$ cat config.mk
export PLATFORM = sky130hd
export DESIGN_NAME = rv_pipe_ctrl
export DESIGN_NICKNAME = d
export VERILOG_FILES = /design/src/rtl/rv_pipe_ctrl.sv
export SDC_FILE = /design/constraint.sdc
export NUM_CORES = 1
export LEC_CHECK = 0
export CORE_MARGIN = 8
export CORE_UTILIZATION = 24
export DETAILED_ROUTE_END_ITERATION = 8
export SLEW_MARGIN = 20
export SYNTH_ARGS = -nofsm -noshare
export SYNTH_HDL_FRONTEND = slang
export SYNTH_SLANG_ARGS = --single-unit
$ cat constraint.sdc
create_clock -name clk -period 3.7 [get_ports clk]
set_input_delay 0.37 -clock clk [delete_from_list [all_inputs] [get_ports clk]]
set_output_delay 0.37 -clock clk [all_outputs]
set_load 0.1 [all_outputs]
$ cat src/rtl/rv_pipe_ctrl.sv
// rv_pipe_ctrl: RV32I control decode carried through ID/EX, EX/MEM and MEM/WB with load-use stall and flush
module rv_pipe_ctrl #(
    parameter int ALUOP_W    = 2,
    parameter int REG_ADDR_W = 5,
    parameter int ILL_CNT_W  = 8
) (
    input  logic                  clk,
    input  logic                  rst_n,
    input  logic                  id_valid,
    input  logic [6:0]            id_opcode,
    input  logic [REG_ADDR_W-1:0] id_rs1,
    input  logic [REG_ADDR_W-1:0] id_rs2,
    input  logic [REG_ADDR_W-1:0] id_rd,
    input  logic                  flush,
    output logic                  stall,
    output logic                  ex_valid,
    output logic [ALUOP_W-1:0]    ex_alu_op,
    output logic                  ex_alu_src,
    output logic [1:0]            ex_a_sel,
    output logic                  ex_branch,
    output logic [1:0]            ex_jump,
    output logic [REG_ADDR_W-1:0] ex_rd,
    output logic                  mem_read,
    output logic                  mem_write,
    output logic [REG_ADDR_W-1:0] mem_rd,
    output logic                  wb_reg_write,
    output logic [1:0]            wb_sel,
    output logic [REG_ADDR_W-1:0] wb_rd,
    output logic                  illegal,
    output logic [ILL_CNT_W-1:0]  ill_count
);
    // d = {alu_op[1:0], alu_src, a_sel[1:0], mem_read, mem_write, reg_write, wb_sel[1:0], branch, jump[1:0]}
    logic [12:0] d, dk;
    logic legal, u1, u2, take, acc;
    logic ex_mr, ex_mw, ex_rw, mem_rw;
    logic [1:0] ex_wb_sel, mem_wb_sel;
    always_comb begin
        d = '0;
        legal = 1'b1;
        u1 = 1'b1;
        u2 = 1'b0;
        case (id_opcode)
            7'b0000011: d = 13'b01_1_00_1_0_1_01_0_00;
            7'b0100011: begin d = 13'b01_1_00_0_1_0_00_0_00; u2 = 1'b1; end
            7'b0110011: begin d = 13'b10_0_00_0_0_1_00_0_00; u2 = 1'b1; end
            7'b1100011: begin d = 13'b11_0_00_0_0_0_00_1_00; u2 = 1'b1; end
            7'b0010011: d = 13'b00_1_00_0_0_1_00_0_00;
            7'b0110111: begin d = 13'b01_1_01_0_0_1_00_0_00; u1 = 1'b0; end
            7'b0010111: begin d = 13'b01_1_10_0_0_1_00_0_00; u1 = 1'b0; end
            7'b1101111: begin d = 13'b01_1_10_0_0_1_10_0_01; u1 = 1'b0; end
            7'b1100111: d = 13'b01_1_00_0_0_1_10_0_10;
            default: begin legal = 1'b0; u1 = 1'b0; end
        endcase
    end
    assign stall = id_valid & ~flush & ex_valid & ex_mr & (ex_rd != '0) &
                   ((u1 & (ex_rd == id_rs1)) | (u2 & (ex_rd == id_rs2)));
    assign take  = id_valid & ~flush & ~stall & legal;
    assign acc   = id_valid & ~flush & ~legal;
    assign dk    = take ? d : '0;
    always_ff @(posedge clk or negedge rst_n) begin
        if (!rst_n) begin
            ex_valid     <= 1'b0;
            ex_alu_op    <= '0;
            ex_alu_src   <= 1'b0;
            ex_a_sel     <= '0;
            ex_mr        <= 1'b0;
            ex_mw        <= 1'b0;
            ex_rw        <= 1'b0;
            ex_wb_sel    <= '0;
            ex_branch    <= 1'b0;
            ex_jump      <= '0;
            ex_rd        <= '0;
            mem_read     <= 1'b0;
            mem_write    <= 1'b0;
            mem_rw       <= 1'b0;
            mem_wb_sel   <= '0;
            mem_rd       <= '0;
            wb_reg_write <= 1'b0;
            wb_sel       <= '0;
            wb_rd        <= '0;
            illegal      <= 1'b0;
            ill_count    <= '0;
        end else begin
            ex_valid     <= take;
            ex_alu_op    <= ALUOP_W'(dk[12:11]);
            ex_alu_src   <= dk[10];
            ex_a_sel     <= dk[9:8];
            ex_mr        <= dk[7];
            ex_mw        <= dk[6];
            ex_rw        <= dk[5] & (id_rd != '0);
            ex_wb_sel    <= dk[4:3];
            ex_branch    <= dk[2];
            ex_jump      <= dk[1:0];
            ex_rd        <= take ? id_rd : '0;
            mem_read     <= ex_mr;
            mem_write    <= ex_mw;
            mem_rw       <= ex_rw;
            mem_wb_sel   <= ex_wb_sel;
            mem_rd       <= ex_rd;
            wb_reg_write <= mem_rw;
            wb_sel       <= mem_wb_sel;
            wb_rd        <= mem_rd;
            illegal      <= acc;
            ill_count    <= (acc && !(&ill_count)) ? ill_count + 1'b1 : ill_count;
        end
    end
endmodule
==> run metrics <==
crit path DAT=roughly 2.4 ns; drt pass-1 iters=4; Core ar.=roughly 7600 sq um; max-capacitance violation count=0; storage element area=around 1100 sq um; Worst Clk Skew=between 0.008 and 0.009 ns; # diodes=0; Placement Setup Slack=about 0.99 ns; CTS Sinks=44; final non-filler cell area=2680 sq um; io pins=65; Total GRT Usage=8.87%; Syn Inst Count=around 160; Post-CTS Resized=0; path depth of the worst reg2reg path=5; CTS tree=done; largest net degree at the start of global routing=45; Critical Path Start Type=primary input; Starting Density=between 20% and 30%; height of the die=about 100 microns; leak pwr=about 1.1 nW; final setup violation count=0; EDFF count, synth=0; P per Cell Area=between 500 and 600 nW/um^2; first-pass GRT wire length=~7.3 mm; CTS buffer count=5; H-Tree Depth=2; clock-pin slew on the worst setup and hold paths=approximately 0.08 ns; Main synth FF type=dfrtp_1; Avg Inst Size Synth=~12 sq um; worst hold margin=around 0.057 ns; Max Fclk=between 300 and 400 MHz; total wire length=4.63 mm; GPL Wtd Cong=0.840; share of cells above drive strength 1=8.52%; routed len/inst=14.3 microns; Slew @ Worst Pin=about 1.0 ns; commonest non-fill, non-tap cells in the layout=clkdlybuf4s50_1, dfrtp_1, nor2_1; flops & latches, synth=44; Max rail drop VDD=0.000227 V; Worst Hold Class=primary input to asynchronous set/reset pin; critical path fanouts, max=16; Die Wd=roughly 100 microns; CP endpoint kind=output pin; Placement Rows=32; Worst-Skew Late Latency=slightly below 0.3 ns; Post-CTS Hold Buffers=0; antenna-violating nets left=0; HPWL after DPL=3.56 mm; port bufs=between 60 and 70; initial antenna violation count=0; DRC Markers=0; Congestion Overflow GR=0; R2R Setup Slk=1.78 ns; ys async rst share=100%; sequential fraction of the synthesis area=between 50% and 60%; Synth Net Count=roughly 180; most common cell after layout, fill and taps aside=clkdlybuf4s50_1; r2r startpoint=ex_rd[0]; Setup CP Type=primary input to output pin; routed vias=1391; Worst Setup SP=id_opcode[3]; area post-placement=about 2600 sq um; relative slew slack=between 30% and 40%; NumNets Final=249; Area growth, synth to finish=45.8%; post-route minimum period=around 2.7 ns; area of the die=10700 sq um; clk root buf=clkbuf_8; outcome=finished clean; Via density=about 4.3; RSZ-0062 raised after global routing=false; setup TNS=0 ns; # Post-CTS Setup Buffers=0; initial DRC count=between 60 and 70; fillers=about 750; Yosys cell types=37; number of global-route vias before repair=about 1.4k; Final Hold Violating Endpoints=0; reg2reg end=ex_jump[1]; Ys Warns=0; WP data required=3.33 ns; setup ws final=around 0.98 ns; crit share post-route=73.5%; Final Max Tran Viols=0; CTS max path bufs=2; multi-input combinational cell area=between 600 and 700 sq um; Netlist Area Pre-Place=about 1800 sq um
layer usage:
layer,wire length (microns),track usage [%],up-vias
met3,290,2.14,4
met5,0,0,-
li1,-,-,680
met4,57,4.00,0
met1,2060,11.7,664
met2,2230,13.5,43
flip-flops by register name, indices dropped and copies added (netlist names):
name,count
ex_mw,1
ex_jump,2
wb_reg_write,1
ex_rd,5
wb_rd,5
ex_branch,1
mem_rw,1
ex_alu_op,2
ill_count,8
mem_write,1
ex_wb_sel,2
ex_alu_src,1
ex_rw,1
ex_a_sel,2
mem_rd,5
ex_valid,1
mem_wb_sel,2
illegal,1
wb_sel,2
Yosys cell counts, types with 2 or more instances:
master    instances  area (sq um)
dfrtp_1          44          1100
nor2_1           18          67.6
nand3_1          10          50.1
nand2_1           9          33.8
xor2_1            9          78.8
xnor2_1           8          70.1
nand4_1           6          37.5
o21ai_0           6          30.0
buf_2             4          20.0
nor3_1            4          20.0
a21oi_1           3          15.0
nor4_1            3          18.8
or4_1             3          22.5
a211oi_1          2          15.0
and3_1            2          12.5
and4_1            2          17.5
buf_6             2          22.5
nand2b_1          2          12.5
nor2b_1           2          12.5
critical path: stages:
cell and delay, ns:
clkdlybuf4s50_1 0.57, or2_4 0.35, a211oi_2 0.20, nand4_1 0.17, a21oi_4 0.44, buf_12 0.24
per-stage QoR:
step           instances  power (mW)  utilization, %
2_1_floorplan        157       0.869               -
3_3_place_gp         317       0.995            33.9
3_5_place_dp         317       0.996            33.9
4_1_cts              325        1.36            35.4
5_1_grt              325        1.41            35.4
6_report             325        1.34            35.4
worst max path at each step:
stage	end	slack (ns)	cells after the start
6_report	stall	0.98	6
5_1_grt	stall	0.87	6
4_1_cts	stall	0.99	6
3_5_place_dp	stall	0.99	6
3_3_place_gp	stall	1.05	6
2_1_floorplan	stall	1.27	5
layout make-up:
cell class,instances,area share [%]
clock buffers,6,2.71
clock inverters,2,1.31
inverters,1,0.140
multi-input cells,105,25.5
flip-flops and latches,44,41.1
well taps,102,4.77
repair buffers,65,24.5
power by group:
group | internal (mW) | switching, mW | total (mW)
logic | 0.120 | 0.311 | 0.431
clock network | 0.200 | 0.159 | 0.360
registers | 0.512 | 0.0418 | 0.554
kinds of logic after synthesis:
kind of cell | count (synthesis) | share of synthesized area, %
buffers and inverters | 8 | 2.93
AOI/OAI and AO/OA | 19 | 8.38
DFF | 44 | 59.9
and+or+nand+nor | 67 | 19.1
xor gates and xnor gates | 17 | 8.11
muxes | 1 | 0.817
adders and majority gates | 1 | 0.681
Power figures use the tool's default switching activity.
==> edit, RTL diff (config.mk and constraints unchanged) <==
The parameter `REG_ADDR_W` goes from 5 to 4.
--- a/src/rtl/rv_pipe_ctrl.sv
+++ b/src/rtl/rv_pipe_ctrl.sv
@@ -2,5 +2,5 @@
 module rv_pipe_ctrl #(
     parameter int ALUOP_W    = 2,
-    parameter int REG_ADDR_W = 5,
+    parameter int REG_ADDR_W = 4,
     parameter int ILL_CNT_W  = 8
 ) (
Ports: changed (6 resized); port bits go from 65 to 59. No check against the original RTL was run, so the function may have changed too.
==> edit against the unedited design <==
Fmax rose by 15%; critical path depth unchanged; setup slack improved by 0.36 ns; design area down 6.9%; clock skew fell by 0.0038 ns; routed wire length decreased by 14%; sequential power fell by 4.7%; via count shrank 11%; sequential cell count shrank 3; power fell by 1.2%; synthesized area down 7.0%; highest routed layer unchanged.
==> edit: results (changes against the unedited design) <==
syn nets 159 (-14%); antenna violations before repair 0 (unchanged); worst max-slew margin expressed relative to the limit 33.9% (+1.1 points); Tightest Hold Check Type input port to asynchronous set/reset pin; Leak 1.08 nW (-5.3%); WL/cell 13.6 microns (-4.3%); number of synthesis warnings 0 (unchanged); most area-consuming cells after synthesis dfrtp_1 (60%), xor2_1 (5.1%), nor3_1 (2.6%); hpwl dp 3.15 mm (-11%); number of buffers created by CTS 5 (unchanged); result of the run finished, final reports clean; DR iter-0 viols 51 (-16%); share of synthesized area occupied by flip-flops and latches 60.1% (+0.13 points); first-pass GRT wire length 6.68 mm (-8.3%); vias in the first global route 1293 (-4.5%); number of buffers inserted by post-CTS setup repair 0 (unchanged); maximum number of pins on one net before global-route repair 42 (-6.7%); skew final 0.00487 ns (-0.00381 ns); total global-route track usage 8.63% (-0.24 points); final-layout fill cell count 711 (-5.7%); CP Max Fanout 8 (-8); clock transition at the registers of the reported paths around 0.07 ns; count of cell types in the netlist 39 (+5.4%); share of flip-flops with an asynchronous set or reset after synthesis 100% (unchanged); most used standard cells in the synthesized netlist dfrtp_1 (41), xor2_1 (10), nor3_1 (9), nor2_1 (7); Resized cells post-CTS 0 (unchanged); insertion delay of the later-clocked pin in the worst-skew pair 0.29 ns (about the same); via-per-instance ratio 4.22 (-1.4%); worst vdd rail ir drop 0.171 mV (-25%); nets@finish 220 (-12%); number of antenna diodes 0 (unchanged); H-tree depth 2 (unchanged); share of final-layout standard cells stronger than drive strength 1 10.7% (+2.1 points); register bank with the most flops ill_count; maximum root-to-sink buffer count 2 (unchanged); instance area at placement 2380 sq um (-7.4%); drt first pass iters 4 (unchanged); gpl congestion 0.822 (-2.1%); number of flip-flops under the largest register name 8 (unchanged); Crit path arrival time 1.99 ns (-0.36 ns); Clk Tree Root Cell clkbuf_8; final-report max-slew violation count 0 (unchanged); IO Port Bufs 58 (-9.4%)
## edit: cell families (layout without fill, tap and decap cells)
| family | Yosys count | in the layout | share of synthesized area, % |
|---|---|---|---|
| xor+xnor | 14 | 14 | 7.18 |
| compound gates | 12 | 12 | 5.20 |
| simple gates | 59 | 59 | 23.2 |
| buf+inv | 6 | 68 | 2.05 |
| fa+ha+maj | 1 | 1 | 0.732 |
| flops | 41 | 41 | 60.1 |
| mux | 2 | 2 | 1.54 |
## edit: critical path, cell delays in order
cell	delay (ns)
clkdlybuf4s50_1	0.66
nand2b_1	0.18
a21oi_1	0.17
nand4b_1	0.12
a21oi_2	0.17
buf_4	0.31
## edit: path summary, 6_finish.rpt
path | start | to | slack, ns | cells after the start
max | id_opcode[5] | stall | 1.34 | 6
min | rst_n | mem_rd[2]$_DFF_PN0_ | 0.19 | 1
max reg2reg | ex_rd[0]$_DFF_PN0_ | ex_wb_sel[1]$_DFF_PN0_ | 1.86 | 5
min reg2reg | mem_rw$_DFF_PN0_ | wb_reg_write$_DFF_PN0_ | 0.35 | 0
max in group asynchronous | rst_n | wb_reg_write$_DFF_PN0_ | 2.96 | 1
min in group clk | mem_rw$_DFF_PN0_ | wb_reg_write$_DFF_PN0_ | 0.35 | 0
## edit: metal layers
metal | vias up | GRT usage [%] | wire length [microns]
met5 | - | 0 | 0
met4 | 0 | 4.77 | 82
met3 | 6 | 3.32 | 310
met2 | 45 | 13.0 | 1850
met1 | 582 | 10.3 | 1750
li1 | 604 | - | -
## edit: area by class of cell
class	count	area [sq um]	share of cell area, %
sequential	41	1030	41.1
multi-input combinational	88	647	25.9
timing repair buffer	59	581	23.3
tap	96	120	4.82
clock buffer	7	86.3	3.46
clock inverter	1	30.0	1.20
inverter	1	3.75	0.151
## edit: per-stage QoR
stage / total power, mW / utilization [%] / cells / hold WS (ns) / setup WS (ns)
after floorplan: 0.850 / - / 135 / 0.0744 / 1.11
after global placement: 0.977 / 34.8 / 285 / 0.333 / 1.30
after detailed placement: 0.978 / 34.8 / 285 / 0.337 / 1.27
after CTS: 1.35 / 36.5 / 293 / 0.230 / 1.33
after global routing: 1.39 / 36.5 / 293 / 0.285 / 1.21
final: 1.33 / 36.5 / 293 / 0.189 / 1.34
## edit: report_power, final
part / internal (mW) / switching, mW
Sequential: 0.482 / 0.0467
Combinational: 0.121 / 0.319
Clock: 0.220 / 0.142
